`src/rtl/imem_loader.sv`:
```
// Instruction-memory program loader: packs a little-endian byte stream into
// 32-bit words, writes them to imem, zero-fills the rest and releases the CPU.
module imem_loader #(
    parameter int N      = 32,
    parameter int ADDR_W = 6,
    parameter int DEPTH  = 64
) (
    input  logic              clk,
    input  logic              reset,
    input  logic              start,
    input  logic [ADDR_W:0]   len,
    input  logic              byte_valid,
    input  logic [7:0]        byte_data,
    output logic              byte_ready,
    output logic              we,
    output logic [ADDR_W-1:0] waddr,
    output logic [N-1:0]      wdata,
    output logic              busy,
    output logic              done,
    output logic              cpu_hold
);

    typedef enum logic [2:0] {
        IDLE  = 3'd0,
        RECV  = 3'd1,
        WRITE = 3'd2,
        FILL  = 3'd3,
        DONE  = 3'd4
    } state_t;

    localparam logic [ADDR_W:0]   LEN_MAX   = (ADDR_W+1)'(DEPTH);
    localparam logic [ADDR_W-1:0] ADDR_LAST = ADDR_W'(DEPTH - 1);

    state_t            state_q, state_d;
    logic [ADDR_W-1:0] waddr_q, waddr_d;
    logic [N-1:0]      wdata_q, wdata_d;
    logic [1:0]        cnt_q, cnt_d;
    logic [ADDR_W:0]   lenc_q, lenc_d;
    logic [ADDR_W:0]   lenc_m1;

    assign lenc_m1 = lenc_q - 1'b1;

    always_comb begin
        state_d = state_q;
        waddr_d = waddr_q;
        wdata_d = wdata_q;
        cnt_d   = cnt_q;
        lenc_d  = lenc_q;
        case (state_q)
            IDLE, DONE: begin
                if (start) begin
                    lenc_d  = (len > LEN_MAX) ? LEN_MAX : len;
                    waddr_d = '0;
                    wdata_d = '0;
                    cnt_d   = '0;
                    state_d = (len == '0) ? FILL : RECV;
                end
            end
            RECV: begin
                if (byte_valid) begin
                    wdata_d[8*cnt_q +: 8] = byte_data;
                    cnt_d = cnt_q + 2'd1;
                    if (cnt_q == 2'd3) state_d = WRITE;
                end
            end
            WRITE: begin
                cnt_d = '0;
                if ({1'b0, waddr_q} == lenc_m1) begin
                    // A full-depth program needs no zero fill.
                    if (lenc_q == LEN_MAX) begin
                        state_d = DONE;
                    end else begin
                        waddr_d = waddr_q + 1'b1;
                        wdata_d = '0;
                        state_d = FILL;
                    end
                end else begin
                    waddr_d = waddr_q + 1'b1;
                    state_d = RECV;
                end
            end
            FILL: begin
                if (waddr_q == ADDR_LAST) state_d = DONE;
                else                      waddr_d = waddr_q + 1'b1;
            end
            default: state_d = IDLE;
        endcase
    end

    always_ff @(posedge clk or negedge reset) begin
        if (!reset) begin
            state_q <= IDLE;
            waddr_q <= '0;
            wdata_q <= '0;
            cnt_q   <= '0;
            lenc_q  <= '0;
        end else begin
            state_q <= state_d;
            waddr_q <= waddr_d;
            wdata_q <= wdata_d;
            cnt_q   <= cnt_d;
            lenc_q  <= lenc_d;
        end
    end

    // Every output is a pure decode of registered state.
    assign byte_ready = (state_q == RECV);
    assign we         = (state_q == WRITE) || (state_q == FILL);
    assign waddr      = waddr_q;
    assign wdata      = wdata_q;
    assign busy       = (state_q == RECV) || (state_q == WRITE) || (state_q == FILL);
    assign done       = (state_q == DONE);
    assign cpu_hold   = (state_q != DONE);

endmodule

```
`config.mk`:
```
export PLATFORM = sky130hd
export DESIGN_NAME = imem_loader
export DESIGN_NICKNAME = d
export VERILOG_FILES = /design/src/rtl/imem_loader.sv
export SDC_FILE = /design/constraint.sdc
export NUM_CORES = 1
export LEC_CHECK = 0
export CORE_MARGIN = 2
export CORE_UTILIZATION = 49
export CTS_CLUSTER_SIZE = 30
export DETAILED_ROUTE_END_ITERATION = 12
export GPL_TIMING_DRIVEN = 0
export MAX_ROUTING_LAYER = met4
export PLACE_DENSITY = 0.85
export RECOVER_POWER = 50
export SLEW_MARGIN = 20
export SYNTH_ARGS = -nofsm -noshare
export SYNTH_HDL_FRONTEND = slang
export SYNTH_SLANG_ARGS = --single-unit
```
`constraint.sdc`:
```
create_clock -name clk -period 3.2 [get_ports clk]
set_clock_uncertainty 0.15 [all_clocks]
set_input_delay 0.64 -clock clk [delete_from_list [all_inputs] [get_ports clk]]
set_output_delay 0.64 -clock clk [all_outputs]
set_load 0.1 [all_outputs]
```
# After elaboration in Yosys (flattened, before gate mapping)

Index checks and enable logic that the tools add are counted.

Output and inout port bits: 43
Register bits: 50
Logic and storage cells: 65
Bits of input ports: 19

Mux-type cells: 23
Reduce and logical (&&, ||, !) cells: 13
Shift operators: 2
$lt $le $gt $ge: 1
Equality and inequality tests: 17
Add/subtract/negate cells: 4

Operators with widths:

| cell                                                  | count |
|---|---|
| two-way mux 32 bit                                    | 4 |
| one-hot mux 32 bit (3 select lines)                   | 1 |
| negator 5 -> 34 bit                                   | 1 |
| variable shift 8 x 34 -> 32 bit, first input constant | 1 |
| variable part select 8 x 34 -> 32 bit                 | 1 |
| bitwise mux 32 bit                                    | 1 |
| two-way mux 6 bit                                     | 4 |
| two-way mux 3 bit                                     | 6 |
| one-hot mux 6 bit (3 select lines)                    | 1 |
| inequality test 2 bit, second input constant          | 6 |
| one-hot mux 3 bit (4 select lines)                    | 1 |
| AND reduction 4 bit                                   | 2 |
| == test 6 x 7 -> 1 bit                                | 1 |
| == test 7 bit, second input constant                  | 1 |
| > comparator 7 bit, second input constant             | 1 |
| zero test 7 bit                                       | 1 |
| two-way mux 7 bit                                     | 1 |
| subtractor 7 x 1 -> 7 bit, second input constant      | 1 |
| adder 6 x 1 -> 6 bit, second input constant           | 1 |
| == test 3 x 2 -> 1 bit, second input constant         | 2 |
| == test 6 bit, second input constant                  | 1 |
| two-way mux 2 bit                                     | 3 |
| inequality test 3 bit, second input constant          | 2 |
| one-hot mux 2 bit (3 select lines)                    | 1 |
| 12 further kinds                                      | 15 |

# Longest topological paths before layout

Depth in word-level cells: 5
Depth in mapped cells: 8
Depth with buffers taken out: 8

# Worst setup path before layout

OpenSTA, ideal clock, no wires.

Path type: flip-flop to flip-flop
Start point: register state_q[1]
End point: register wdata_q[0], in the netlist wdata[0]
Cell stages (with the launch flop): 6
Buffers on the path: 1
Data required time: 2980 ps
Clock period less this slack: 3358 ps
Setup time: 70 ps
Path slack: -158 ps
Arrival: 3139 ps
Cells stage by stage: dfrtp_1 buf_2 nor3b_2 nand2_1 nor4_1 a22o_1

Elaborated cells on any way between the ends: 12
Classes of those cells: 7 x eq/ne; 1 x mux; 4 x reduce/logical

RTL lines:

| item                                                                  | line | source |
|---|---|---|
| start, declared                                                       | 34   | `state_t state_q, state_d;` |
| start signal, assigned                                                | 98   | `state_q <= state_d;` |
| == test 3 x 1 -> 1 bit *                                              | --   |  |
| via byte_ready                                                        | 14   | `output logic byte_ready,` |
| inequality test 2 bit (no line) or nonzero test 3 bit (tied branches) | --   |  |
| AND reduction 5 bit (no line)                                         | --   |  |
| end signal, assigned                                                  | 100  | `wdata_q <= wdata_d;` |
| end, declared                                                         | 36   | `logic [N-1:0] wdata_q, wdata_d;` |

Mark *: on every way through the listed nets, which the timed path passes. The rest lies on a longest branch.
A chain may end at the register's enable or synchronous reset.

# Worst setup path after layout

Start point: register state_q[0]
End point: output done

Word-level cells in the longest chain between the ends: 1

RTL lines:

| item          | line | source |
|---|---|---|
| == test 3 bit | 112  | `assign done = (state_q == DONE);` |
| end, declared | 19   | `output logic done,` |

Every way passes these cells.

==> impl_results.md <==
* Synthesized Nets at 254
* Final hold violations at 0
* Die ar. at 5750 um^2
* Clock tree sinks at 50
* CTS clk-pin slew, worst paths at 0.09 ns
* Clock Latency Late Sink at 0.30 ns
* Worst slew pin tran at 1.48 ns
* FFs w/ async S/R, synth at 100%
* CTS H-Tree Depth at 2
* Post-route cell area at 3320 um^2
* Hold Slack at 0.289 ns
* Synth unique cells at 46
* Setup WS pre-CTS at 0.267 ns
* Proportion of synthesized area in mux cells at 0.841%
* Critical Path Source Type: flop
* Number of DRC markers in iteration 0 at 160
* Ant. Diodes at 0
* Met1 GRT Util at 31.9%
* Post-CTS Setup Inserts at 0
* Max-slew headroom at 1.45%
* Count leader, synth: dfrtp_1
* Combinational share of power at 62.0%
* DP Area at 3250 um^2
* Syn Std Cell Area at 2530 um^2
* Synth Area in XOR/XNOR at 2.77%
* Net Switching at 1.90 mW
* Core Region at 5040 um^2
* Yosys top cell area share at 49.5%
* Share of post-route cells with drive strength above 1 at 7.12%
* EDFF count, synth at 0
* DRC viols at 0
* TritonCTS Buffers at 5
* Clk root buf: clkbuf_8
* Tmin final at 2.98 ns
* Yosys warning total at 0
* Worst vdd ir at 519 uV
* Post-Synth Adder-Cell Area at 4.45%
* Area Growth Syn to Fin at 31.3%
* MaxCap Viol Count at 0
* Vias at 2046
* Vias in the first global route at 1939
* Int Pwr at 1.52 mW
* RR Endpoint: waddr[5]
* Worst setup EP type: output port
* GRT overflow at 0
* Final HPWL DP at 4.37 mm
* Sequential share of the synthesized area at 49.5%
* #FFs+latches synth at 50
* CP required at 2.41 ns
* Max Clock Freq at 336 MHz
* Synth Instances at 226
* Crit path DAT at 2.19 ns
* Die H at 75.8 um
* Ports at 62
* GRT Util Overall at 23.0%
* Hold Crit Class: input pin to asynchronous set/reset pin
* Starting density of the core at 50.1%
* First-pass GRT wire length at 9.70 mm
* FP Rows at 26
* Final Setup Violations at 0
* Area leader, netlist: dfrtp_1
* RSZ-0062 raised after global routing: no
* Reg2Reg Launch Point: lenc_q[0]
* Setup TNS Final at 0 ns
* Worst-case reg-to-reg path depth at 8
* Buffers on Ports at 61
* Top post-synthesis cells by count: dfrtp_1 (50), a22o_1 (32), nand2_1 (15), nand2b_1 (14), nor2_1 (14)
* Die X at 75.8 um
* Via density at 5.61
* Largest net degree at the start of global routing at 35
* R2R setup slack at 0.36 ns
* Wirelength, routed at 6.04 mm
* Final Net Count at 323
* Util after Layout at 65.8%
* CTS tree: done
* Initial antenna violation count at 0
* CTS Buffer Depth at 2
* Sw frac at 55.5%
* GR peak layer: met2
* Most used flip-flop cell after synthesis: dfrtp_1
* Final setup margin at 0.223 ns
* Routed len/inst at 16.5 um
* Pwr dens at 1030 nW/um^2
* Met3 Use GR at 3.84%
* Static leakage at 1.50 nW
* Avg Cell Area, Syn at 11.2 um^2
* TritonRoute pass-1 iters at 4
* Post-route ant nets at 0
* Clock power share at 10.7%
* Sequential share of power at 27.4%
* Max Transition Viols Final at 0
* GPL Wtd Cong at 0.782
* Run status: finished, final reports clean
* Synth top area cells: dfrtp_1 (49%), a22o_1 (11%), ha_1 (4.5%)
* Synth Area in Compound Gates at 24.0%
* Final Cycle Share at 93.0%
* GR Util met2 at 35.3%
* Largest family of logic cells by synthesized area: compound AO/OA/AOI/OAI gates
* CP Max Fanout at 10
* Post-Synth Simple-Gate Area at 15.6%
* Crit path kind: flop to output port
## how the worst max path moves through the flow
stage / from / endpoint / slack [ns]
after global routing: state_q[0] / done / 0.02
after global placement: reset / wdata[20] / -0.04
after detailed placement: state_q[0] / done / 0.27
final: state_q[0] / done / 0.22
after floorplan: state_q[0] / done / 0.19
after CTS: state_q[0] / cpu_hold / 0.02
## cells in the final DEF (no fill, tap or decap), types with 5 or more instances in the layout
cell type,Yosys,final
clkdlybuf4s50_1,0,47
a22o_1,32,32
a21oi_1,7,7
nand2b_1,14,14
nand2_1,15,15
and3_1,5,5
dlygate4sd3_1,0,8
inv_1,7,7
o21ai_0,10,10
nor2_1,14,14
clkbuf_8,0,5
dfrtp_1,50,50
ha_1,9,9
nor3_1,5,5
clkbuf_1,6,7
## sequential cells by signal, summed over array words and instances (netlist names)
name and count:
cnt_q 2, lenc_q 7, state_q 3, waddr 6
wdata 32
## what timing repair did
item / CTS / global route
gates resized for setup: 3 / 2
hold buffers: 0 / 0
endpoints found under the setup margin: 3 / 2
## stage by stage
step                      total power, mW  instances
after CTS                            3.46        365
after global routing                 3.61        365
final                                3.42        365
after detailed placement             3.11        358
after floorplan                      2.60        226
after global placement               3.06        357
## metal layers
metal,vias up,part of all wire [%]
met1,1027,45
met3,8,2.6
met5,-,0
li1,975,-
met2,36,51
met4,0,1.2
## cells by family (layout without fill, tap and decap cells)
kind of cell / Yosys count / count (layout)
buffers and inverters: 16 / 85
and+or+nand+nor: 70 / 70
adders and majority gates: 9 / 9
AOI/OAI and AO/OA: 71 / 71
muxes: 2 / 2
DFF: 50 / 50
xor gates and xnor gates: 8 / 8
## layout make-up
| class | count | area [um^2] |
|---|---|---|
| Buffer | 9 | 46.3 |
| Clock buffer | 5 | 68.8 |
| Clock inverter | 2 | 15.0 |
| Fill cell | 406 | 1720 |
| Inverter | 7 | 26.3 |
| Multi-Input combinational cell | 160 | 1210 |
| Sequential cell | 50 | 1250 |
| Tap cell | 70 | 87.6 |
| Timing Repair Buffer | 62 | 618 |
## power groups by stage
| stage | Clock, mW | Combinational [mW] | Sequential [mW] |
|---|---|---|---|
| after floorplan | 0 | 1.03 | 1.58 |
| after global routing | 0.389 | 2.26 | 0.960 |
| after CTS | 0.369 | 2.16 | 0.937 |
| after detailed placement | 0 | 2.16 | 0.947 |
| after global placement | 0 | 2.12 | 0.941 |
| final | 0.365 | 2.12 | 0.937 |
## critical path, cell delays in order, from the launching register on
cell and delay [ns]:
dfrtp_1 0.39, clkbuf_1 0.20, nor2_1 0.26, nand2_1 0.12
inv_1 0.07, dlygate4sd2_1 0.84
No activity file was read; power rests on OpenSTA's default activity.
